<file path="src/rtl/alu_issue_ctrl.sv">
// Round-robin issue controller for the shared ALU: grants one of two requesters,
// holds operands while the ALU is busy, and returns the tagged result.
module alu_issue_ctrl #(
    parameter int TIMEOUT = 64,
    parameter int CNT_W   = 7
) (
    input  logic        i_clk_n,
    input  logic        i_rst,
    input  logic        i_req0_valid,
    output logic        o_req0_ready,
    input  logic [31:0] i_req0_a,
    input  logic [31:0] i_req0_b,
    input  logic [2:0]  i_req0_funct3,
    input  logic [6:0]  i_req0_funct7,
    input  logic        i_req0_imm,
    input  logic        i_req1_valid,
    output logic        o_req1_ready,
    input  logic [31:0] i_req1_a,
    input  logic [31:0] i_req1_b,
    input  logic [2:0]  i_req1_funct3,
    input  logic [6:0]  i_req1_funct7,
    input  logic        i_req1_imm,
    output logic [31:0] o_alu_a,
    output logic [31:0] o_alu_b,
    output logic [2:0]  o_alu_funct3,
    output logic [6:0]  o_alu_funct7,
    output logic        o_alu_imm,
    output logic        o_alu_en,
    input  logic        i_alu_busy,
    input  logic [31:0] i_alu_out,
    output logic        o_rsp_valid,
    input  logic        i_rsp_ready,
    output logic [31:0] o_rsp_data,
    output logic        o_rsp_id,
    output logic        o_rsp_timeout
);

    typedef enum logic [1:0] {
        S_IDLE  = 2'd0,
        S_ISSUE = 2'd1,
        S_WAIT  = 2'd2,
        S_DONE  = 2'd3
    } state_t;

    localparam logic [CNT_W-1:0] TMO_C = CNT_W'(TIMEOUT);
    localparam logic [CNT_W-1:0] ONE_C = CNT_W'(1);

    state_t            state_q, state_d;
    logic              rr_q, rr_d;
    logic [CNT_W-1:0]  cnt_q, cnt_d;
    logic [31:0]       alu_a_q, alu_a_d, alu_b_q, alu_b_d;
    logic [2:0]        alu_f3_q, alu_f3_d;
    logic [6:0]        alu_f7_q, alu_f7_d;
    logic              alu_imm_q, alu_imm_d;
    logic              alu_en_q, alu_en_d;
    logic              rsp_valid_q, rsp_valid_d;
    logic [31:0]       rsp_data_q, rsp_data_d;
    logic              rsp_id_q, rsp_id_d;
    logic              rsp_timeout_q, rsp_timeout_d;
    logic              grant_vld_s, grant_s;

    // Arbitration: a lone requester wins; on contention rr_q picks the winner.
    always_comb begin
        grant_vld_s = i_req0_valid | i_req1_valid;
        if (i_req0_valid && i_req1_valid) begin
            grant_s = rr_q;
        end else if (i_req1_valid) begin
            grant_s = 1'b1;
        end else begin
            grant_s = 1'b0;
        end
    end

    assign o_req0_ready = (state_q == S_IDLE) && grant_vld_s && (grant_s == 1'b0);
    assign o_req1_ready = (state_q == S_IDLE) && grant_vld_s && (grant_s == 1'b1);

    // Next-state and datapath load logic for the issue sequencer.
    always_comb begin
        state_d       = state_q;
        rr_d          = rr_q;
        cnt_d         = cnt_q;
        alu_a_d       = alu_a_q;
        alu_b_d       = alu_b_q;
        alu_f3_d      = alu_f3_q;
        alu_f7_d      = alu_f7_q;
        alu_imm_d     = alu_imm_q;
        alu_en_d      = 1'b0;
        rsp_valid_d   = rsp_valid_q;
        rsp_data_d    = rsp_data_q;
        rsp_id_d      = rsp_id_q;
        rsp_timeout_d = rsp_timeout_q;
        case (state_q)
            S_IDLE: begin
                if (grant_vld_s) begin
                    state_d   = S_ISSUE;
                    alu_en_d  = 1'b1;
                    rr_d      = ~grant_s;
                    rsp_id_d  = grant_s;
                    if (grant_s) begin
                        alu_a_d   = i_req1_a;
                        alu_b_d   = i_req1_b;
                        alu_f3_d  = i_req1_funct3;
                        alu_f7_d  = i_req1_funct7;
                        alu_imm_d = i_req1_imm;
                    end else begin
                        alu_a_d   = i_req0_a;
                        alu_b_d   = i_req0_b;
                        alu_f3_d  = i_req0_funct3;
                        alu_f7_d  = i_req0_funct7;
                        alu_imm_d = i_req0_imm;
                    end
                end else begin
                    state_d = S_IDLE;
                end
            end
            S_ISSUE: begin
                if (!i_alu_busy) begin
                    state_d       = S_DONE;
                    rsp_valid_d   = 1'b1;
                    rsp_data_d    = i_alu_out;
                    rsp_timeout_d = 1'b0;
                end else begin
                    state_d  = S_WAIT;
                    cnt_d    = ONE_C;
                    alu_en_d = 1'b1;
                end
            end
            S_WAIT: begin
                if (!i_alu_busy) begin
                    state_d       = S_DONE;
                    rsp_valid_d   = 1'b1;
                    rsp_data_d    = i_alu_out;
                    rsp_timeout_d = 1'b0;
                end else if (cnt_q == TMO_C) begin
                    // Abort: report a zero result flagged as timed out.
                    state_d       = S_DONE;
                    rsp_valid_d   = 1'b1;
                    rsp_data_d    = 32'd0;
                    rsp_timeout_d = 1'b1;
                end else begin
                    cnt_d    = cnt_q + ONE_C;
                    alu_en_d = 1'b1;
                end
            end
            S_DONE: begin
                if (i_rsp_ready) begin
                    state_d     = S_IDLE;
                    rsp_valid_d = 1'b0;
                end else begin
                    state_d = S_DONE;
                end
            end
            default: begin
                state_d     = S_IDLE;
                rsp_valid_d = 1'b0;
            end
        endcase
    end

    // State and output registers with synchronous reset.
    always_ff @(posedge i_clk_n) begin
        if (i_rst) begin
            state_q       <= S_IDLE;
            rr_q          <= 1'b0;
            cnt_q         <= '0;
            alu_a_q       <= 32'd0;
            alu_b_q       <= 32'd0;
            alu_f3_q      <= 3'd0;
            alu_f7_q      <= 7'd0;
            alu_imm_q     <= 1'b0;
            alu_en_q      <= 1'b0;
            rsp_valid_q   <= 1'b0;
            rsp_data_q    <= 32'd0;
            rsp_id_q      <= 1'b0;
            rsp_timeout_q <= 1'b0;
        end else begin
            state_q       <= state_d;
            rr_q          <= rr_d;
            cnt_q         <= cnt_d;
            alu_a_q       <= alu_a_d;
            alu_b_q       <= alu_b_d;
            alu_f3_q      <= alu_f3_d;
            alu_f7_q      <= alu_f7_d;
            alu_imm_q     <= alu_imm_d;
            alu_en_q      <= alu_en_d;
            rsp_valid_q   <= rsp_valid_d;
            rsp_data_q    <= rsp_data_d;
            rsp_id_q      <= rsp_id_d;
            rsp_timeout_q <= rsp_timeout_d;
        end
    end

    assign o_alu_a       = alu_a_q;
    assign o_alu_b       = alu_b_q;
    assign o_alu_funct3  = alu_f3_q;
    assign o_alu_funct7  = alu_f7_q;
    assign o_alu_imm     = alu_imm_q;
    assign o_alu_en      = alu_en_q;
    assign o_rsp_valid   = rsp_valid_q;
    assign o_rsp_data    = rsp_data_q;
    assign o_rsp_id      = rsp_id_q;
    assign o_rsp_timeout = rsp_timeout_q;

endmodule
</file>
<file path="config.mk">
export PLATFORM = sky130hd
export DESIGN_NAME = alu_issue_ctrl
export DESIGN_NICKNAME = d
export VERILOG_FILES = /design/src/rtl/alu_issue_ctrl.sv
export SDC_FILE = /design/constraint.sdc
export NUM_CORES = 1
export LEC_CHECK = 0
export BUFFER_PORTS_ARGS = -buffer_cell sky130_fd_sc_hd__buf_4
export CAP_MARGIN = 20
export CORE_AREA = 3 3 117 119
export CTS_CLUSTER_DIAMETER = 60
export CTS_CLUSTER_SIZE = 12
export DETAILED_ROUTE_END_ITERATION = 10
export DIE_AREA = 0 0 120 122
export GPL_ROUTABILITY_DRIVEN = 0
export PLACE_DENSITY = 0.76
export SYNTH_ARGS = -nofsm -noshare
export SYNTH_HDL_FRONTEND = slang
export SYNTH_SLANG_ARGS = --single-unit
</file>
<file path="constraint.sdc">
create_clock -name i_clk_n -period 1.8 [get_ports i_clk_n]
set_input_delay 0.27 -clock i_clk_n [delete_from_list [all_inputs] [get_ports i_clk_n]]
set_output_delay 0.27 -clock i_clk_n [all_outputs]
set_load 0.02 [all_outputs]
</file>
# Word-level counts from Yosys, hierarchy flattened
# Index checks and enable logic that the tools add are counted.
# W data, S select, Z words.
[op_classes] magnitude_cmp=0 eq_ne=10 mul=0 bitwise=2 shifts=0 reduce_logical=11 addsub=1 div_mod_pow=0 n_mux=34
[op_table] cell="$mux W32" n=5
[op_table] cell="$pmux W32 S2" n=1
[op_table] cell="$mux W7" n=4
[op_table] cell="$mux W1" n=15
[op_table] cell="$pmux W7 S2" n=1
[op_table] cell="$ne A2 B2 Y1 const B" n=5
[op_table] cell="$pmux W2 S4" n=1
[op_table] cell="$reduce_and A4 Y1" n=2
[op_table] cell="$add A7 B1 Y7 const B" n=1
[op_table] cell="$eq A7 B7 Y1 const B" n=1
[op_table] cell="$mux W2" n=3
[op_table] cell="$pmux W1 S3" n=2
[op_table] cell="$eq A2 B2 Y1 const B" n=2
[op_table] cell="$logic_and A1 B1 Y1" n=4
[op_table] cell="$mux W3" n=1
[op_table] cell="$ne A3 B3 Y1 const B" n=1
[op_table] cell="$reduce_and A3 Y1" n=1
[op_table] cell="$reduce_bool A3 Y1" n=1
[op_table] cell="$eq A2 B1 Y1 const B" n=1
[op_table] cell="$logic_not A2 Y1" n=1
[op_table] cell="$pmux W1 S2" n=1
[op_table] cell="$reduce_and A2 Y1" n=1
[op_table] cell="$reduce_bool A2 Y1" n=1
[op_table] cell="$not A1 Y1" n=1
[op_table] cell="$or A1 B1 Y1" n=1
[totals] in_bits=188 regBits=121 latchBits=0 ramBits=0 mem_bits_ro=0 n_memories=0

# Longest topological paths before layout
[depth] depth_word=4 ltp_mapped=7

# Least setup slack after synthesis
# Ideal clock, no wire load.
[synth_path] kind="reg2reg" startpoint="register cnt_q[0]" endpoint="register rsp_data_q[10], in the netlist o_rsp_data[10]" setup_ps=59 arrival_ps=1685 synth_period_minus_slack_ps=1744 path_stages_with_launch=8 required_ps=1741 n_path_buf=1 setup_slack_ps=56 path_cell_list="dfxtp_1 -> inv_1 -> ha_1 -> nand2b_1 -> o21ai_1 -> a221oi_1 -> buf_2 -> a22o_1"
[synth_via] elab_chain_len=3
[synth_lines] element="start, declared" line_no="50" text="logic [CNT_W-1:0] cnt_q, cnt_d;"
[synth_lines] element="start signal, assigned" line_no="179" text="cnt_q <= cnt_d;"
[synth_lines] element="$eq A7 B7 Y1" line_no="134" text="end else if (cnt_q == TMO_C) begin"
[synth_lines] element="$ne A3 B3 Y1 (no source line)"
[synth_lines] element="$reduce_and A3 Y1 (no source line)"
[synth_lines] element="end signal, assigned" line_no="187" text="rsp_data_q <= rsp_data_d;"
[synth_lines] element="end, declared" line_no="57" text="logic [31:0] rsp_data_q, rsp_data_d;"
# No other way between the ends.
# A chain may end at the register's enable or synchronous reset.

# Final worst setup path
[layout_path] startpoint="register cnt_q[2]" endpoint="register cnt_q[0]"
[layout_via] elab_chain_len=3
[layout_lines] element="$eq A7 B7 Y1" line_no="134"
[layout_lines] element="$ne A2 B2 Y1 (no source line)"
[layout_lines] element="$reduce_and A4 Y1 (no source line)"
# No other way between the ends.

==> impl_metrics.json <==
{
  "start_util_pct": 34.60,
  "outcome": "finished clean",
  "clockBufferDepth": 2,
  "peakVddDrop_v": 0.0005191,
  "avgRoutedWirePerCell_um": 17.61,
  "drive_gt1_share_pct": 50.13,
  "cts.sinks": 121,
  "grt_pass1_vias": 4884,
  "tightest_slew_ns": 0.4983,
  "syn2layout_area_growth_pct": 75.60,
  "nets": 921,
  "routed_wl_um": 16130,
  "start_kind": "register",
  "num-fill-cells": 1008,
  "rsz0062_at_grt": "true",
  "dieWidth_um": 120,
  "cts-root-buf": "clkbuf_16",
  "crit_required_ns": 2.15,
  "synth_top_cell_area_share_pct": 55.25,
  "slew_viol_final": 0,
  "synth_area_per_cell_sq_um": 10.39,
  "portBuffers": 300,
  "crit_path_end_kind": "register",
  "ys_warn_count": 0,
  "crit_arrival_ns": 2.12,
  "powerDensity_nw_per_um2": 1166,
  "hold_ws_ns": 0.04745,
  "critPathKind": "register to register",
  "fin_crit_ns": 1.774,
  "drt-vias-per-instance": 5.396,
  "drc_errors": 0,
  "max_cap_violations": 0,
  "cts_tree": "done",
  "fmax_ghz": 0.5638,
  "drtAntennaViolNets": 0,
  "grt_overflow": 0,
  "dieArea_sq_um": 14640,
  "num_antenna_cells": 0,
  "synth_edf_count": 0,
  "first_pass_iters": 9,
  "core.rowCount": 41,
  "path_max_fanout": 4,
  "netlist_instances": 422,
  "vias": 4943,
  "p_leak_nw": 3.551,
  "grt_usage_pct": 20.74,
  "fin_skew_ns": 0.006477,
  "dpl.hpwl_um": 12060,
  "max_slew_margin_pct": 66.78,
  "synthesis.area_sq_um": 4384,
  "grt_antenna_before_repair": 0,
  "clk_latency_ns": 0.41,
  "fp.coreArea_sq_um": 12670,
  "ys_ff_latch": 121,
  "grt_pass1_wl_um": 24180,
  "htreeDepth": 4,
  "pin_count": 301,
  "clk_pin_slew_ns": 0.06,
  "synth_flop_cell": "dfxtp_1",
  "synthTopCellsByArea": "dfxtp_1 (55%), a222oi_1 (17%), nor2_1 (7.0%)",
  "syn-num-nets": 612,
  "holdCritPathClass": "primary input to register",
  "synthDistinctLibCells": 37,
  "hold_viol": 0,
  "chipHeight_um": 122,
  "drtIter0Drc": 591,
  "ys_seq_area_share_pct": 55.25,
  "fin_util_pct": 60.76,
  "numCtsBuffers": 17,
  "grt_max_degree": 50,
  "setup_viol": 0,
  "yosys.area.top_type": "dfxtp_1",
  "min_period_over_period_pct": 98.53,
  "synth_async_sr_flop_share_pct": 0
}
==> cells by family after synthesis <==
kind of cell    share of synthesized area [%]
buf+inv                                 4.566
simple gates                            10.53
xor+xnor                               0.5994
flops                                   55.25
compound gates                          28.48
fa+ha+maj                              0.5707
==> flip-flops by register name (all words and copies together), names as in the netlist, 2 cells and up <==
signal        count
o_rsp_data       32
o_alu_funct3      3
o_alu_b          32
o_alu_a          32
cnt_q             7
state_q           2
o_alu_funct7      7
==> critical path, stage by stage (launching register included) <==
cell and delay, ns:
dfxtp_1 0.31, or4b_4 0.56, buf_4 0.17, o21a_1 0.20
a311oi_1 0.31, o21a_1 0.17
==> cell usage in the layout, fill, tap and decap left out, drive strengths merged <==
master / n
nand3: 2
a2111oi: 1
ha: 2
or3: 2
or4b: 1
a222oi: 75
inv: 8
dfxtp: 121
nor3: 2
o21ai: 10
xnor2: 1
o22ai: 1
a211oi: 2
nand2: 7
nor4: 1
o31ai: 1
a311oi: 1
nor2: 83
a21o: 1
a22o: 32
and4b: 1
o211a: 1
a221oi: 3
a21oi: 4
o21a: 3
bufinv: 3
a31oi: 2
nand2b: 3
and2: 1
buf: 333
nor2b: 3
xor2: 2
o211ai: 1
clkbuf: 19
clkinvlp: 3
clkinv: 5
or4: 2
o311ai: 1
==> path summary, 6_finish.rpt <==
kind	start	endpoint	slack, ns	cells past startpoint
max	cnt_q[2]	cnt_q[0]	0.03	5
min	i_rsp_ready	state_q[1]	0.05	2
max reg2reg	cnt_q[2]	cnt_q[0]	0.03	5
min reg2reg	o_rsp_data[14]	o_rsp_data[14]	0.48	1
==> timing repair <==
item,4_1_cts,5_1_grt
buffers inserted,2,5
cloned,0,0
setup endpoints to repair,33,8
resized for setup,5,3
hold buffers,0,0
endpoints found under the hold margin,0,0
pin swaps,2,1
==> routing by layer <==
metal | up-vias | global-route usage, % | part of all wire, %
met5 | - | 0 | 0
met4 | 0 | 8.590 | 1.2
met3 | 14 | 6.453 | 9.1
met2 | 260 | 37.20 | 52
met1 | 2377 | 22.72 | 38
li1 | 2292 | - | -
==> cell usage after synthesis (3+ instances only) <==
library cell	n
a22o_1	32
a21oi_1	4
o21ai_1	5
dfxtp_1	121
clkbuf_1	30
nand2b_1	3
nand2_1	7
a221oi_1	3
buf_2	13
nor2_1	82
nor2b_1	3
a222oi_1	75
o21a_1	3
inv_1	6
o21ai_0	5
==> per-stage QoR <==
stage	instance area, sq um	std cells	power (W)	setup slack, ns	setup TNS [ns]
6_report	7699	916	0.008980	0.02645	0
5_1_grt	7699	916	0.009376	-0.009675	-0.02255
4_1_cts	7651	911	0.009014	0.004188	0
3_5_place_dp	7003	877	0.005505	-0.002273	-0.002273
3_3_place_gp	7003	877	0.005429	0.06781	0
2_1_floorplan	4384	422	0.004336	0.05609	0
==> final cells by class <==
| class | instances | area (sq um) | area share, % |
|---|---|---|---|
| timing repair buffer | 333 | 2603 | 33.80 |
| clock inverter | 13 | 170.2 | 2.210 |
| sequential | 121 | 2426 | 31.51 |
| clock buffer | 19 | 442.9 | 5.753 |
| tap | 172 | 215.2 | 2.795 |
| multi-input combinational | 252 | 1819 | 23.63 |
| inverter | 6 | 22.52 | 0.2925 |
==> report_power, final <==
group          internal [W]  switching (W)  leakage, nW
sequential          0.00298       0.000186        0.992
combinational       0.00115        0.00120         2.27
clock               0.00223        0.00124        0.290
total               0.00636        0.00262         3.55
No activity file was read; power rests on OpenSTA's default activity.
